`src/rtl/pll_rst_seq.sv`:
```
// rtl/pll_rst_seq.sv - PLL reset / lock acquisition sequencer with retry, timeout and loss counting
//
// Drives the clocking wizard reset, waits for lock, requires lock to stay
// stable for a programmable number of cycles, and only then releases the
// downstream reset. Lock acquisition is retried a bounded number of times
// before latching a sticky error.
//
// Ports:
//   sys_clk    in   single clock, all logic on its rising edge
//   sys_rst    in   synchronous active-high reset
//   pll_locked in   wizard locked flag, asynchronous to sys_clk
//   pll_rst    out  active-high reset to the clocking wizard
//   rst_out_n  out  active-low reset to downstream clock consumers
//   ready      out  clocks locked and stable (always equal to rst_out_n)
//   lock_err   out  sticky acquisition failure flag
//   retry_cnt  out  timeouts seen in the current acquisition
//   loss_cnt   out  saturating count of lock losses while running
//   state      out  current state encoding, debug only

module pll_rst_seq #(
    parameter int PLL_RST_CYC  = 16,
    parameter int LOCK_TIMEOUT = 1000,
    parameter int STABLE_CYC   = 64,
    parameter int MAX_RETRY    = 3
) (
    input  logic       sys_clk,
    input  logic       sys_rst,
    input  logic       pll_locked,
    output logic       pll_rst,
    output logic       rst_out_n,
    output logic       ready,
    output logic       lock_err,
    output logic [3:0] retry_cnt,
    output logic [7:0] loss_cnt,
    output logic [2:0] state
);

    typedef enum logic [2:0] {
        ST_PLL_RST   = 3'd0,
        ST_WAIT_LOCK = 3'd1,
        ST_STABLE    = 3'd2,
        ST_RUN       = 3'd3,
        ST_FAIL      = 3'd4
    } state_e;

    // One counter is shared by every timed state, so it only needs to
    // cover the longest of the three intervals.
    localparam int CNT_MAX_A = (PLL_RST_CYC > LOCK_TIMEOUT) ? PLL_RST_CYC : LOCK_TIMEOUT;
    localparam int CNT_MAX   = (CNT_MAX_A > STABLE_CYC) ? CNT_MAX_A : STABLE_CYC;
    localparam int CNT_W     = (CNT_MAX > 2) ? $clog2(CNT_MAX) : 1;

    localparam logic [CNT_W-1:0] RST_LAST    = CNT_W'(PLL_RST_CYC - 1);
    localparam logic [CNT_W-1:0] LOCK_LAST   = CNT_W'(LOCK_TIMEOUT - 1);
    localparam logic [CNT_W-1:0] STABLE_LAST = CNT_W'(STABLE_CYC - 1);
    localparam logic [3:0]       RETRY_MAX   = 4'(MAX_RETRY);

    state_e           state_q, state_d;
    logic [CNT_W-1:0] cnt_q, cnt_d;
    logic [3:0]       retry_q, retry_d;
    logic [7:0]       loss_q, loss_d;
    logic             sync1_q, sync2_q;
    logic             pll_rst_q;
    logic             run_q;
    logic             lock_err_q;
    logic             locked_s;

    // Only the second synchronizer stage is visible to the FSM.
    assign locked_s = sync2_q;

    always_comb begin
        state_d = state_q;
        cnt_d   = cnt_q;
        retry_d = retry_q;
        loss_d  = loss_q;

        case (state_q)
            ST_PLL_RST: begin
                cnt_d = cnt_q + CNT_W'(1);
                if (cnt_q == RST_LAST) begin
                    state_d = ST_WAIT_LOCK;
                end
            end

            ST_WAIT_LOCK: begin
                cnt_d = cnt_q + CNT_W'(1);
                if (locked_s) begin
                    state_d = ST_STABLE;
                end else if (cnt_q == LOCK_LAST) begin
                    if (retry_q == RETRY_MAX) begin
                        state_d = ST_FAIL;
                    end else begin
                        retry_d = retry_q + 4'd1;
                        state_d = ST_PLL_RST;
                    end
                end
            end

            ST_STABLE: begin
                cnt_d = cnt_q + CNT_W'(1);
                // Lock drop is tested first so it wins over the final
                // stable cycle; a glitch never counts as a retry.
                if (!locked_s) begin
                    state_d = ST_WAIT_LOCK;
                end else if (cnt_q == STABLE_LAST) begin
                    state_d = ST_RUN;
                    retry_d = 4'd0;
                end
            end

            ST_RUN: begin
                if (!locked_s) begin
                    state_d = ST_PLL_RST;
                    if (loss_q != 8'hFF) begin
                        loss_d = loss_q + 8'd1;
                    end
                end
            end

            ST_FAIL: begin
                // Terminal until sys_rst; pll_locked is ignored here.
            end

            default: begin
                state_d = ST_PLL_RST;
            end
        endcase

        if (state_d != state_q) begin
            cnt_d = '0;
        end
    end

    // Outputs are decoded from the next state and registered, so each one
    // moves on the same edge as the transition that causes it.
    always_ff @(posedge sys_clk) begin
        if (sys_rst) begin
            state_q    <= ST_PLL_RST;
            cnt_q      <= '0;
            retry_q    <= 4'd0;
            loss_q     <= 8'd0;
            sync1_q    <= 1'b0;
            sync2_q    <= 1'b0;
            pll_rst_q  <= 1'b1;
            run_q      <= 1'b0;
            lock_err_q <= 1'b0;
        end else begin
            state_q    <= state_d;
            cnt_q      <= cnt_d;
            retry_q    <= retry_d;
            loss_q     <= loss_d;
            sync1_q    <= pll_locked;
            sync2_q    <= sync1_q;
            pll_rst_q  <= (state_d == ST_PLL_RST);
            run_q      <= (state_d == ST_RUN);
            lock_err_q <= (state_d == ST_FAIL);
        end
    end

    // ready and rst_out_n share one flop so they can never disagree.
    assign pll_rst   = pll_rst_q;
    assign rst_out_n = run_q;
    assign ready     = run_q;
    assign lock_err  = lock_err_q;
    assign retry_cnt = retry_q;
    assign loss_cnt  = loss_q;
    assign state     = state_q;

endmodule

```
`config.mk`:
```
export PLATFORM = sky130hd
export DESIGN_NAME = pll_rst_seq
export DESIGN_NICKNAME = d
export VERILOG_FILES = /design/src/rtl/pll_rst_seq.sv
export SDC_FILE = /design/constraint.sdc
export NUM_CORES = 1
export LEC_CHECK = 0
export CELL_PAD_IN_SITES_DETAIL_PLACEMENT = 0
export CELL_PAD_IN_SITES_GLOBAL_PLACEMENT = 1
export CORE_MARGIN = 10
export CORE_UTILIZATION = 35
export CTS_BUF_LIST = sky130_fd_sc_hd__clkbuf_4 sky130_fd_sc_hd__clkbuf_8
export DETAILED_ROUTE_END_ITERATION = 8
export GPL_TIMING_DRIVEN = 0
export HOLD_SLACK_MARGIN = 0.06
export PLACE_DENSITY = 0.67
export SLEW_MARGIN = 25
export SYNTH_ARGS = -nofsm -noshare
export SYNTH_HDL_FRONTEND = slang
export SYNTH_SLANG_ARGS = --single-unit
```
`constraint.sdc`:
```
create_clock -name sys_clk -period 2.95 [get_ports sys_clk]
set_clock_uncertainty 0.2 [all_clocks]
set_input_delay 0.4425 -clock sys_clk [delete_from_list [all_inputs] [get_ports sys_clk]]
set_output_delay 0.4425 -clock sys_clk [all_outputs]
set_load 0.05 [all_outputs]
```
==> results.yml <==
run_status:
  outcome: "completed"
power_and_ir_drop:
  vdd_drop_max_v: 0.000184
  power.total_uw: 834
  power_leakage_uw: 0.000666
  powerDensity_nw_per_um2: 480
route:
  firstDrtPassIters: 4
  wl_per_cell_um: 13.2
  drcViolationCount: 0
  viasPerCell: 5.09
  drtIter0Drc: 68
  drtAntennaViolNets: 0
  via_count: 1166
  wirelength_um: 3030
logic_synthesis:
  yosysWarnings: 0
  netlist_instances: 153
  syn_nets: 159
  yosysUniqueCellTypes: 40
  syn_area_sq_um: 1380
  yosysSeqAreaShare_pct: 43.4
  postSynthAreaPerCell_sq_um: 9.04
  ys_seq_elements: 30
cts:
  cts_num_sinks: 30
  ctsResizeCount: 0
  ctsLongestPathBuffers: 2
  htree_num_levels: 2
  cts_root_buf: "clkbuf_8"
  insertion_delay_ns: 0.28
  cts_buffers: 5
  cts_tree: "built"
  ctsHoldBuffers: 0
  postCtsSetupBuffers: 0
  clk_pin_slew_ns: 0.06
timing:
  drv_slew: 0
  period_needed_ns: 2.55
  fmax_mhz: 393
  worst_pin_slew_ns: 0.790
  max_slew_margin_pct: 47.2
  finalHoldViolations: 0
  timing.final.crit_share_pct: 86.3
  setup_viol: 0
  tns_ns: 0
  rsz0062_at_grt: "false"
setup_path:
  reg2reg_to: "cnt_q[4]"
  cp-start-kind: "flop"
  r2r_cells: 6
  arrival_ns: 2.48
  crit_path_top_delay_cell: "mux2i_1"
  endpoint: "cnt_q[4]"
  required_ns: 2.89
  worstSetupPathType: "flop to flop"
  path_buf_inv: 0
  cpLargestDelayFamily: "compound AO/OA/AOI/OAI gates"
  end_kind: "flop"
  ff2ff_setup_slack_ns: 0.40
  r2r-start: "cnt_q[0]"
  cp.depth: 6
  critPathLaunch: "cnt_q[0]"
  worstPathCellList: "ha_1 -> nand3_1 -> o31ai_1 -> a2111oi_2 -> mux2i_1 -> nor2_1"
  cp_max_fo: 9
  slowest_delay_ns: 0.67
placed_design:
  io_buffers: 21
  dpl.hpwl_um: 2260
  place.gp.congestion: 0.772
final_layout:
  drive_gt1_share_pct: 7.73
  nets: 187
  final_cell_mix: "dfxtp_1 (30), nor2_1 (28), clkdlybuf4s50_1 (21)"
  syn_to_final_growth_pct: 25.6
  layout_commonest_cell: "dfxtp_1"
  antenna_cells: 0
  fillers: 406
global_route:
  antenna_found_initial: 0
  grt.overflow.total: 0
  grt_max_degree: 11
  grt_pass1_wl_um: 5360
  grt_pass1_vias: 1171
  grt_usage_pct: 9.00
die:
  die_area_sq_um: 6860
  coreArea_sq_um: 3740
  die_width_um: 82.9
  die_h_um: 82.9
  boundaryPins: 22
  start_util_pct: 36.9
  rows: 22
worst_hold_path:
  hp-class: "flop to flop"
job:
  drv_cap: 0
[layer usage]
metal / wire (um) / share of wire (%) / vias up / track usage, %
met4: 38 / 1.3 / 0 / 3.23
met2: 1440 / 48 / 19 / 14.5
met5: 0 / 0 / - / 0
met1: 1390 / 46 / 553 / 10.3
met3: 156 / 5.2 / 5 / 3.91
li1: - / - / 589 / -
[power breakdown]
part | total, uW | leakage [uW] | switching (uW) | internal, uW
clock network | 322 | 0.0000452 | 142 | 180
registers | 447 | 0.000243 | 19.8 | 427
logic | 65.1 | 0.000378 | 34.8 | 30.4
total | 834 | 0.000666 | 196 | 638
[worst min path at each step]
stage                     endpoint    start  slack [ns]  depth (start not counted)
after floorplan           locked_s  sync1_q        0.21                          1
after global placement    locked_s  sync1_q        0.25                          1
after detailed placement  locked_s  sync1_q        0.26                          1
after CTS                 locked_s  sync1_q        0.27                          1
after global routing      locked_s  sync1_q        0.28                          1
final                     locked_s  sync1_q        0.26                          1
[synth_stat cells (all sizes together)]
cell	n	area share, %
a2111oi	1	1.1
a211oi	2	1.1
a21oi	6	2.2
a22oi	2	1.1
a2bb2oi	1	0.63
a311oi	1	1.1
a31oi	2	0.90
and2	2	0.90
and3	6	2.7
and3b	1	0.63
and4	2	1.3
and4b	1	0.72
buf	3	1.9
clkbuf	2	0.54
dfxtp	30	43
ha	3	2.7
inv	2	0.54
mux2i	3	2.2
nand2	9	2.6
nand2b	1	0.45
nand3	5	1.8
nand3b	1	0.54
nand4	2	0.90
nor2	28	7.6
nor2b	5	2.3
nor3	3	1.1
nor3b	2	1.1
nor4	1	0.45
o21a	1	0.54
o21ai	1	0.36
o31ai	1	0.54
o32ai	1	0.63
or2	1	0.45
or3	1	0.45
or4	2	1.1
or4b	1	0.72
xnor2	9	5.7
xor2	8	5.1
[kinds of logic after synthesis]
logic type	share of synthesized area, %
AO/OA/AOI/OAI	10.1
flip-flops	43.4
multiplexers	2.17
buffers and inverters	2.99
XOR/XNOR	10.8
AND/OR/NAND/NOR	27.8
adder cells (fa/ha/maj)	2.72
[state kept, by name, indices dropped and copies added (netlist names)]
| name | flops |
|---|---|
| cnt_q | 10 |
| loss_cnt | 8 |
| retry_cnt | 4 |
| state | 3 |
| lock_err | 1 |
| locked_s | 1 |
| pll_rst | 1 |
| ready | 1 |
| sync1_q | 1 |
[final cells by class]
cell class                 count  area, sq um  area share (%)
timing repair buffer          21          210            12.1
sequential                    30          601            34.6
multi-input combinational    116          741            42.7
tap                           48         60.1            3.46
inverter                       2         7.51           0.432
buffer                         5         33.8            1.95
clock buffer                   7         83.8            4.83
[through the flow]
| stage | std cells | setup slack (ns) | cell area (sq um) | hold slack [ns] | utilization (%) |
|---|---|---|---|---|---|
| finish | 229 | 0.403 | 1740 | 0.264 | 46.4 |
| global route | 229 | 0.132 | 1740 | 0.284 | 46.4 |
| CTS | 229 | 0.329 | 1740 | 0.271 | 46.4 |
| detailed placement | 222 | 0.233 | 1650 | 0.263 | 44.2 |
| global placement | 222 | 0.217 | 1650 | 0.250 | 44.2 |
| floorplan | 153 | 0.471 | 1380 | 0.214 | - |
No activity file was read; power rests on OpenSTA's default activity.
